--- src/rtl/thumb_predecode.sv ---
`default_nettype none
// ============================================================================
//  Module      : thumb_predecode
//  Description : Thumb/Thumb-2 pre-decode stage. Splits 32-bit fetch words
//                into a circular halfword buffer, reassembles 16/32-bit
//                instructions, tracks the instruction PC and presents each
//                instruction with a registered one-hot class vector.
//  Revision    : 1.0 - initial release
// ============================================================================
module thumb_predecode #(
    parameter int HW_DEPTH = 8,
    parameter int PC_W     = 32
) (
    input  logic            clk,
    input  logic            rst,
    input  logic            flush,
    input  logic [PC_W-1:0] flush_pc,
    input  logic            fetch_valid,
    input  logic [31:0]     fetch_data,
    output logic            fetch_ready,
    output logic            out_valid,
    input  logic            out_ready,
    output logic [31:0]     out_inst,
    output logic            out_is32,
    output logic [PC_W-1:0] out_pc,
    output logic [12:0]     out_class
);

    localparam int c_ptr_w = $clog2(HW_DEPTH);
    localparam int c_cnt_w = c_ptr_w + 1;

    localparam logic [c_ptr_w-1:0] c_ptr_one = c_ptr_w'(1);
    localparam logic [c_ptr_w-1:0] c_ptr_two = c_ptr_w'(2);
    localparam logic [c_cnt_w-1:0] c_cnt_one = c_cnt_w'(1);
    localparam logic [c_cnt_w-1:0] c_cnt_two = c_cnt_w'(2);
    localparam logic [c_cnt_w-1:0] c_cnt_lim = c_cnt_w'(HW_DEPTH - 2);
    localparam logic [PC_W-1:0]    c_pc_two  = PC_W'(2);
    localparam logic [PC_W-1:0]    c_pc_four = PC_W'(4);

    logic [15:0]        r_buf [HW_DEPTH];
    logic [c_ptr_w-1:0] r_wr_ptr;
    logic [c_ptr_w-1:0] r_rd_ptr;
    logic [c_cnt_w-1:0] r_count;
    logic [PC_W-1:0]    r_pc;
    logic               r_skip_hw;

    logic               r_out_valid;
    logic [31:0]        r_out_inst;
    logic               r_out_is32;
    logic [PC_W-1:0]    r_out_pc;
    logic [12:0]        r_out_class;

    logic [15:0]        w_hw0;
    logic [15:0]        w_hw1;
    logic               w_is32;
    logic               w_push;
    logic               w_load_en;
    logic               w_pop16;
    logic               w_pop32;
    logic               w_pop;
    logic [c_cnt_w-1:0] w_push_n;
    logic [c_cnt_w-1:0] w_pop_n;
    logic [12:0]        w_class16;
    logic               w_unused_flush_pc0;

    // Restart addresses are halfword aligned; the LSB carries no meaning.
    assign w_unused_flush_pc0 = flush_pc[0];

    assign w_hw0  = r_buf[r_rd_ptr];
    assign w_hw1  = r_buf[r_rd_ptr + c_ptr_one];
    assign w_is32 = (w_hw0[15:11] == 5'b11101) ||
                    (w_hw0[15:11] == 5'b11110) ||
                    (w_hw0[15:11] == 5'b11111);

    // Room for a full word is judged on the registered count alone.
    assign fetch_ready = !rst && !flush && (r_count <= c_cnt_lim);
    assign w_push      = fetch_valid && fetch_ready;

    // A 32-bit head is only released once both halfwords are buffered.
    assign w_load_en = !r_out_valid || out_ready;
    assign w_pop16   = w_load_en && !w_is32 && (r_count >= c_cnt_one);
    assign w_pop32   = w_load_en &&  w_is32 && (r_count >= c_cnt_two);
    assign w_pop     = w_pop16 || w_pop32;

    assign w_push_n = !w_push ? '0 : (r_skip_hw ? c_cnt_one : c_cnt_two);
    assign w_pop_n  = w_pop32 ? c_cnt_two : (w_pop16 ? c_cnt_one : '0);

    // Class of a 16-bit encoding from its top six bits (exactly one bit set).
    always_comb begin
        w_class16 = '0;
        casez (w_hw0[15:10])
            6'b00????: w_class16[11] = 1'b1;
            6'b010000: w_class16[10] = 1'b1;
            6'b010001: w_class16[9]  = 1'b1;
            6'b01001?: w_class16[8]  = 1'b1;
            6'b0101??,
            6'b011???,
            6'b100???: w_class16[7]  = 1'b1;
            6'b10100?: w_class16[6]  = 1'b1;
            6'b10101?: w_class16[5]  = 1'b1;
            6'b1011??: w_class16[4]  = 1'b1;
            6'b11000?: w_class16[3]  = 1'b1;
            6'b11001?: w_class16[2]  = 1'b1;
            6'b1101??: w_class16[1]  = 1'b1;
            6'b11100?: w_class16[0]  = 1'b1;
            default:   w_class16     = '0;
        endcase
    end

    // Halfword storage; lower-address halfword goes in first.
    always_ff @(posedge clk) begin
        if (w_push) begin
            if (r_skip_hw) begin
                r_buf[r_wr_ptr] <= fetch_data[31:16];
            end else begin
                r_buf[r_wr_ptr]             <= fetch_data[15:0];
                r_buf[r_wr_ptr + c_ptr_one] <= fetch_data[31:16];
            end
        end
    end

    // Pointers, occupancy, PC tracking and the output register.
    always_ff @(posedge clk) begin
        if (rst) begin
            r_wr_ptr    <= '0;
            r_rd_ptr    <= '0;
            r_count     <= '0;
            r_pc        <= '0;
            r_skip_hw   <= 1'b0;
            r_out_valid <= 1'b0;
            r_out_inst  <= '0;
            r_out_is32  <= 1'b0;
            r_out_pc    <= '0;
            r_out_class <= '0;
        end else if (flush) begin
            r_wr_ptr    <= '0;
            r_rd_ptr    <= '0;
            r_count     <= '0;
            r_pc        <= {flush_pc[PC_W-1:1], 1'b0};
            r_skip_hw   <= flush_pc[1];
            r_out_valid <= 1'b0;
        end else begin
            r_count <= r_count + w_push_n - w_pop_n;
            if (w_push) begin
                r_wr_ptr  <= r_wr_ptr + (r_skip_hw ? c_ptr_one : c_ptr_two);
                r_skip_hw <= 1'b0;
            end
            if (w_pop) begin
                r_out_valid <= 1'b1;
                r_out_pc    <= r_pc;
                r_out_is32  <= w_is32;
                if (w_is32) begin
                    r_rd_ptr    <= r_rd_ptr + c_ptr_two;
                    r_pc        <= r_pc + c_pc_four;
                    r_out_inst  <= {w_hw0, w_hw1};
                    r_out_class <= 13'h1000;
                end else begin
                    r_rd_ptr    <= r_rd_ptr + c_ptr_one;
                    r_pc        <= r_pc + c_pc_two;
                    r_out_inst  <= {16'h0000, w_hw0};
                    r_out_class <= w_class16;
                end
            end else if (w_load_en) begin
                r_out_valid <= 1'b0;
            end
        end
    end

    assign out_valid = r_out_valid;
    assign out_inst  = r_out_inst;
    assign out_is32  = r_out_is32;
    assign out_pc    = r_out_pc;
    assign out_class = r_out_class;

endmodule
`default_nettype wire

--- config.mk ---
export PLATFORM = sky130hd
export DESIGN_NAME = thumb_predecode
export DESIGN_NICKNAME = d
export VERILOG_FILES = /design/src/rtl/thumb_predecode.sv
export SDC_FILE = /design/constraint.sdc
export NUM_CORES = 1
export LEC_CHECK = 0
export ABC_AREA = 0
export CORE_MARGIN = 4
export CORE_UTILIZATION = 50
export CTS_BUF_LIST = sky130_fd_sc_hd__clkbuf_8
export DETAILED_ROUTE_END_ITERATION = 12
export PLACE_DENSITY = 0.76
export SYNTH_ARGS = -nofsm -noshare
export SYNTH_HDL_FRONTEND = slang
export SYNTH_SLANG_ARGS = --single-unit
--- constraint.sdc ---
create_clock -name clk -period 4.6 [get_ports clk]
set_input_delay 0.92 -clock clk [delete_from_list [all_inputs] [get_ports clk]]
set_output_delay 0.92 -clock clk [all_outputs]
set_load 0.02 [all_outputs]
# After elaboration in Yosys (flattened, before gate mapping)
# Memories as Yosys holds them, arrays and structs flattened. A register that Yosys moved wholly into a read port is not among the register bits.
# Index checks and enable logic that the tools add are counted.
# W data, S select, Z words.
dict set report word_totals {
  reg_bits 122
  ram_bits 128
  input_bits 69
  out_inout_bits 80
  elab_cells 99
  memories 1
}
dict set report classes {
  addsub 8
  magnitude_cmp 3
  n_eq_ne 16
  muxes 36
  n_bitwise 2
  n_reduce_logical 22
}
# memory depth width read_ports rd_ports_with_merged_regs wr line
set mem_list {}
lappend mem_list {r_buf 8 16 2 1 2 40} ;# logic [15:0] r_buf [HW_DEPTH];
# cell n
set op_table {}
lappend op_table {{$mux W32} 4}
lappend op_table {{$eq A5 B5 Y1 const B} 8}
lappend op_table {{$add A32 B2 Y32 const B} 1}
lappend op_table {{$add A32 B3 Y32 const B} 1}
lappend op_table {{$mux W1} 23}
lappend op_table {{$mux W16} 1}
lappend op_table {{$mux W13} 1}
lappend op_table {{$eq A6 B5 Y1 const B} 2}
lappend op_table {{$mux W3} 3}
lappend op_table {{$eq A4 B4 Y1 const B} 2}
lappend op_table {{$mux W2} 4}
lappend op_table {{$logic_and A1 B1 Y1} 7}
lappend op_table {{$add A3 B1 Y3 const B} 2}
lappend op_table {{$reduce_bool A2 Y1} 3}
lappend op_table {{$eq A5 B4 Y1 const B} 1}
lappend op_table {{$add A4 B2 Y4} 1}
lappend op_table {{$eq A4 B3 Y1 const B} 1}
lappend op_table {{$ge A4 B1 Y1 const B} 1}
lappend op_table {{$ge A4 B2 Y1 const B} 1}
lappend op_table {{$le A4 B3 Y1 const B} 1}
lappend op_table {{$logic_not A1 Y1} 4}
lappend op_table {{$logic_or A1 B1 Y1} 4}
lappend op_table {{$sub A4 B2 Y4} 1}
lappend op_table {{$add A3 B2 Y3} 1}
lappend op_table {{9 further kinds} 9}

# Longest topological paths before layout
dict set report depth {
  ltp_word 9
  ltp_mapped 16
}

# Least setup slack after synthesis
# No wires, ideal clock.
dict set report synth_timing {
  path_type {input to register}
  from {input flush}
  to {register r_count[3]}
  setup_ns 0.128
  t_arrival_ns 4.132
  t_required_ns 4.472
  slack_ns 0.340
  path_stages 12
  path_buffers 2
  path_cell_list {buf_2 or2_2 clkbuf_1 a311oi_1 nand2_1 nor2_1 fa_1 ha_1 a21o_1 a21oi_1 xnor2_1 nor2_1}
}
dict set report synth_via {
  elab_chain_cells 7
}
# element line
set synth_rtl {}
lappend synth_rtl {{start: declaration} 16} ;# input logic flush,
lappend synth_rtl {{$logic_not A1 Y1} 76} ;# assign fetch_ready = !rst && !flush && (r_count <= c_cnt_lim);
lappend synth_rtl {{$logic_and A1 B1 Y1 (2 in a row)} 76}
lappend synth_rtl {{via fetch_ready} 20} ;# output logic fetch_ready,
lappend synth_rtl {{$logic_and A1 B1 Y1} 77} ;# assign w_push = fetch_valid && fetch_ready;
lappend synth_rtl {{$mux W2} 85} ;# assign w_push_n = !w_push ? '0 : (r_skip_hw ? c_cnt_one : c_cnt_two);
lappend synth_rtl {{$add A4 B2 Y4} 143} ;# r_count <= r_count + w_push_n - w_pop_n;
lappend synth_rtl {{$sub A4 B2 Y4} 143}
lappend synth_rtl {{end signal: assignment} 143}
lappend synth_rtl {{end: declaration} 43} ;# logic [c_cnt_w-1:0] r_count;
# The timed path passes the listed nets, and every way through them passes these cells.
# A chain may end at the register's enable or synchronous reset.

==> flow_summary.toml <==
[power_and_ir_drop]
p_sw_frac = 0.3264
p_total_mw = 7.034
pwr_density_cell_nw_per_um2 = 439.8
power_switching_mw = 2.296
pwr-share-comb = 0.308
clock_power_share = 0.317
power.static_leakage_nw = 5.118
peakVddDrop_uv = 362.0
p_seq_frac = 0.374
internal_power_mw = 4.738

[place]
dp_hpwl_um = 22720
place.gp.congestion = 0.8045
io_buffers = 146

[clocking]
cts_tree = "built"
cts_buffer_depth = 3
cts-resized-gates = 0
clk_latency_ns = 0.56
postCtsSetupBuffers = 0
cts_sinks = 250
clockRootBuffer = "clkbuf_8"
htreeDepth = 2
clk_pin_slew_ns = 0.05
cts_buffers = 44
hold_buffers = 0

[timing]
fmax_mhz = 251.0
rsz0062_at_grt = "no"
setup_tns_ns = 0
fin_crit_ns = 3.983
setup-violations-final = 0
max-slew-margin-rel = 0.1989
finalHoldViolCount = 0
drv_slew = 0
fin_skew_ns = 0.02728
period_share = 0.8659
tightest_slew_ns = 1.202

[logic_synthesis]
ys_types = 67
synth_seq_cells = 250
yosysWarnings = 0
syn_inst = 1149
synth-seq-area-share = 0.4748
synth_edf_count = 128
synth_fp_nets = 1233
synthFlopType = "edfxtp_1"
syn_avg_cell_area_um2 = 11.52
synthArstFlopShare = 0
syn_area_um2 = 13240

[final_layout]
drive_gt1_frac = 0.2525
diodes = 0
finish.utilization = 0.6138
area_growth_pct = 20.80
nets = 1372

[detailed_routing]
drtIter0Drc = 994
wl_per_cell_um = 21.53
vias_per_cell = 6.127
vias = 10160
drc = 0
ant_nets = 0
first_pass_iters = 5
drt_wl_total_um = 35690

[global_route]
grt_overflow = 0
grt_pass1_vias = 10020
grt_antenna_before_repair = 2
grt_pass1_wl_um = 55110
grt_max_degree = 112
grtUsageTotal = 0.2390

[critical_path]
start_kind = "flip-flop"
path_class = "reg2reg"
cp_slowest_stage_delay_ns = 0.78
endpoint = "r_count[3]"
path_cells = "nor3b_1 > nor4_1 > or4_1 > and3_1 > inv_2 > fa_1 > ha_1 > a21o_1 > a21oi_1 > xnor2_1 > nor2_1"
required_ns = 5.05
cpLargestDelayFamily = "simple AND/OR/NAND/NOR gates"
rr_endpoint = "r_count[3]"
reg2reg_depth = 11
arrival_ns = 4.43
cp_max_fo = 17
critPathBufInv = 1
cp-end-kind = "flip-flop"
critical_path_depth = 11
r2r_setup_slack_ns = 0.62
crit_path_top_delay_cell = "dfxtp_1"

[die]
core_um2 = 26060
ios = 149
core.rowCount = 59
start_util = 0.5081
die_area_um2 = 29150
dieWidth_um = 170.7
die_h_um = 170.7

[min_path]
min_path_type = "reg2reg"

[run]
cap_violations = 0

[status]
outcome = "completed"
==> cell usage after synthesis, drive strengths merged, types with 4 or more instances <==
master / instances / share of area
buf: 38 / 0.018
o21ai: 14 / 0.0056
a2111oi: 7 / 0.0066
nor3: 20 / 0.0084
mux2: 141 / 0.12
nand4: 4 / 0.0019
clkbuf: 51 / 0.015
and3: 4 / 0.0019
nor2: 62 / 0.018
or3: 8 / 0.0038
a21oi: 96 / 0.037
mux2i: 20 / 0.018
mux4: 64 / 0.11
nand3: 33 / 0.012
or4: 15 / 0.0085
o31a: 4 / 0.0026
dfxtp: 122 / 0.18
ha: 12 / 0.011
inv: 24 / 0.0068
nor4: 11 / 0.0052
nand2: 154 / 0.044
a211oi: 12 / 0.0083
a311oi: 18 / 0.012
o31ai: 13 / 0.0074
edfxtp: 128 / 0.29
nor3b: 6 / 0.0034
a31oi: 5 / 0.0024
xnor2: 11 / 0.0073
o211ai: 11 / 0.0062
==> stage by stage <==
stage	setup WS, ns	area [µm²]	std cells	hold slack (ns)
after floorplan	0.3404	13240	1149	0.4530
after global placement	0.6205	15030	1577	0.4396
after detailed placement	0.5831	15030	1577	0.4457
after CTS	0.6496	15990	1658	0.4536
after global routing	0.3526	15990	1658	0.4783
final	0.6166	15990	1658	0.4519
==> how the worst min path moves through the flow <==
stage,cells after the start,to,startpoint
5_1_grt,2,out_pc[16],out_pc[16]
2_1_floorplan,2,out_pc[27],r_pc[27]
3_5_place_dp,2,out_pc[9],out_pc[9]
4_1_cts,2,out_pc[21],out_pc[21]
3_3_place_gp,2,out_class[2],out_class[2]
6_report,2,out_pc[21],out_pc[21]
==> final cells by class <==
cell class / instances / area (µm²)
clock inverter: 32 / 289.0
sequential: 250 / 6287
timing repair buffer: 182 / 1767
fill: 2039 / 10060
clock buffer: 49 / 674.4
multi-input combinational: 786 / 6467
inverter: 24 / 90.09
tap: 335 / 419.2
==> kinds of logic (layout without fill, tap and decap cells) <==
group,count (synthesis),in the layout,share of synthesized area
AOI/OAI and AO/OA,198,198,0.09847
and+or+nand+nor,334,334,0.1161
adders and majority gates,15,15,0.01588
xor gates and xnor gates,13,13,0.008600
other,1,1,0.0002832
buffers and inverters,113,287,0.03912
muxes,225,225,0.2467
DFF,250,250,0.4748
==> state kept, by name, indices dropped and copies added (netlist names), 3 cells and up, named ones only <==
signal and count:
r_buf 128, out_inst 32, out_pc 31, r_pc 31, out_class 12, r_count 4, r_rd_ptr 3, r_wr_ptr 3
==> layer usage <==
metal | global-route usage | up-vias | share of wire
met5 | 0 | - | 0.00076
met4 | 0.06979 | 4 | 0.025
met3 | 0.04898 | 81 | 0.082
met2 | 0.4135 | 475 | 0.49
met1 | 0.3054 | 4966 | 0.40
li1 | - | 4633 | -
==> cells in the final DEF (no fill, tap or decap), drive strengths merged, types with 6 or more instances in the layout <==
cell,netlist,final
ha,12,12
xnor2,11,11
a311oi,18,18
mux2,141,141
clkinv,0,12
o21ai,14,14
nor3b,6,6
mux4,64,64
or4,15,15
buf,38,37
clkbuf,51,49
inv,24,37
or3,8,8
mux2i,20,20
edfxtp,128,128
a2111oi,7,7
a211oi,12,12
nand3,33,33
nor3,20,20
dfxtp,122,122
nor4,11,11
nor2,62,62
a21oi,96,96
nand2,154,154
o211ai,11,11
clkdlybuf4s50,0,145
o31ai,13,13
==> worst reg2reg max path, cell delays in order (launching register included) <==
cell,delay [ns]
dfxtp_1,0.78
nor3b_1,0.33
nor4_1,0.11
or4_1,0.69
and3_1,0.35
inv_2,0.28
fa_1,0.51
ha_1,0.32
a21o_1,0.17
a21oi_1,0.17
xnor2_1,0.13
nor2_1,0.05
==> power by group through the flow <==
stage,registers (mW),logic [mW],clock network [mW]
3_5_place_dp,2.68,2.16,0
6_report,2.63,2.17,2.23
2_1_floorplan,2.74,1.39,0
3_3_place_gp,2.67,2.13,0
5_1_grt,2.65,2.36,2.37
4_1_cts,2.63,2.17,2.26
Note: power is estimated with default switching activity, not from simulation.
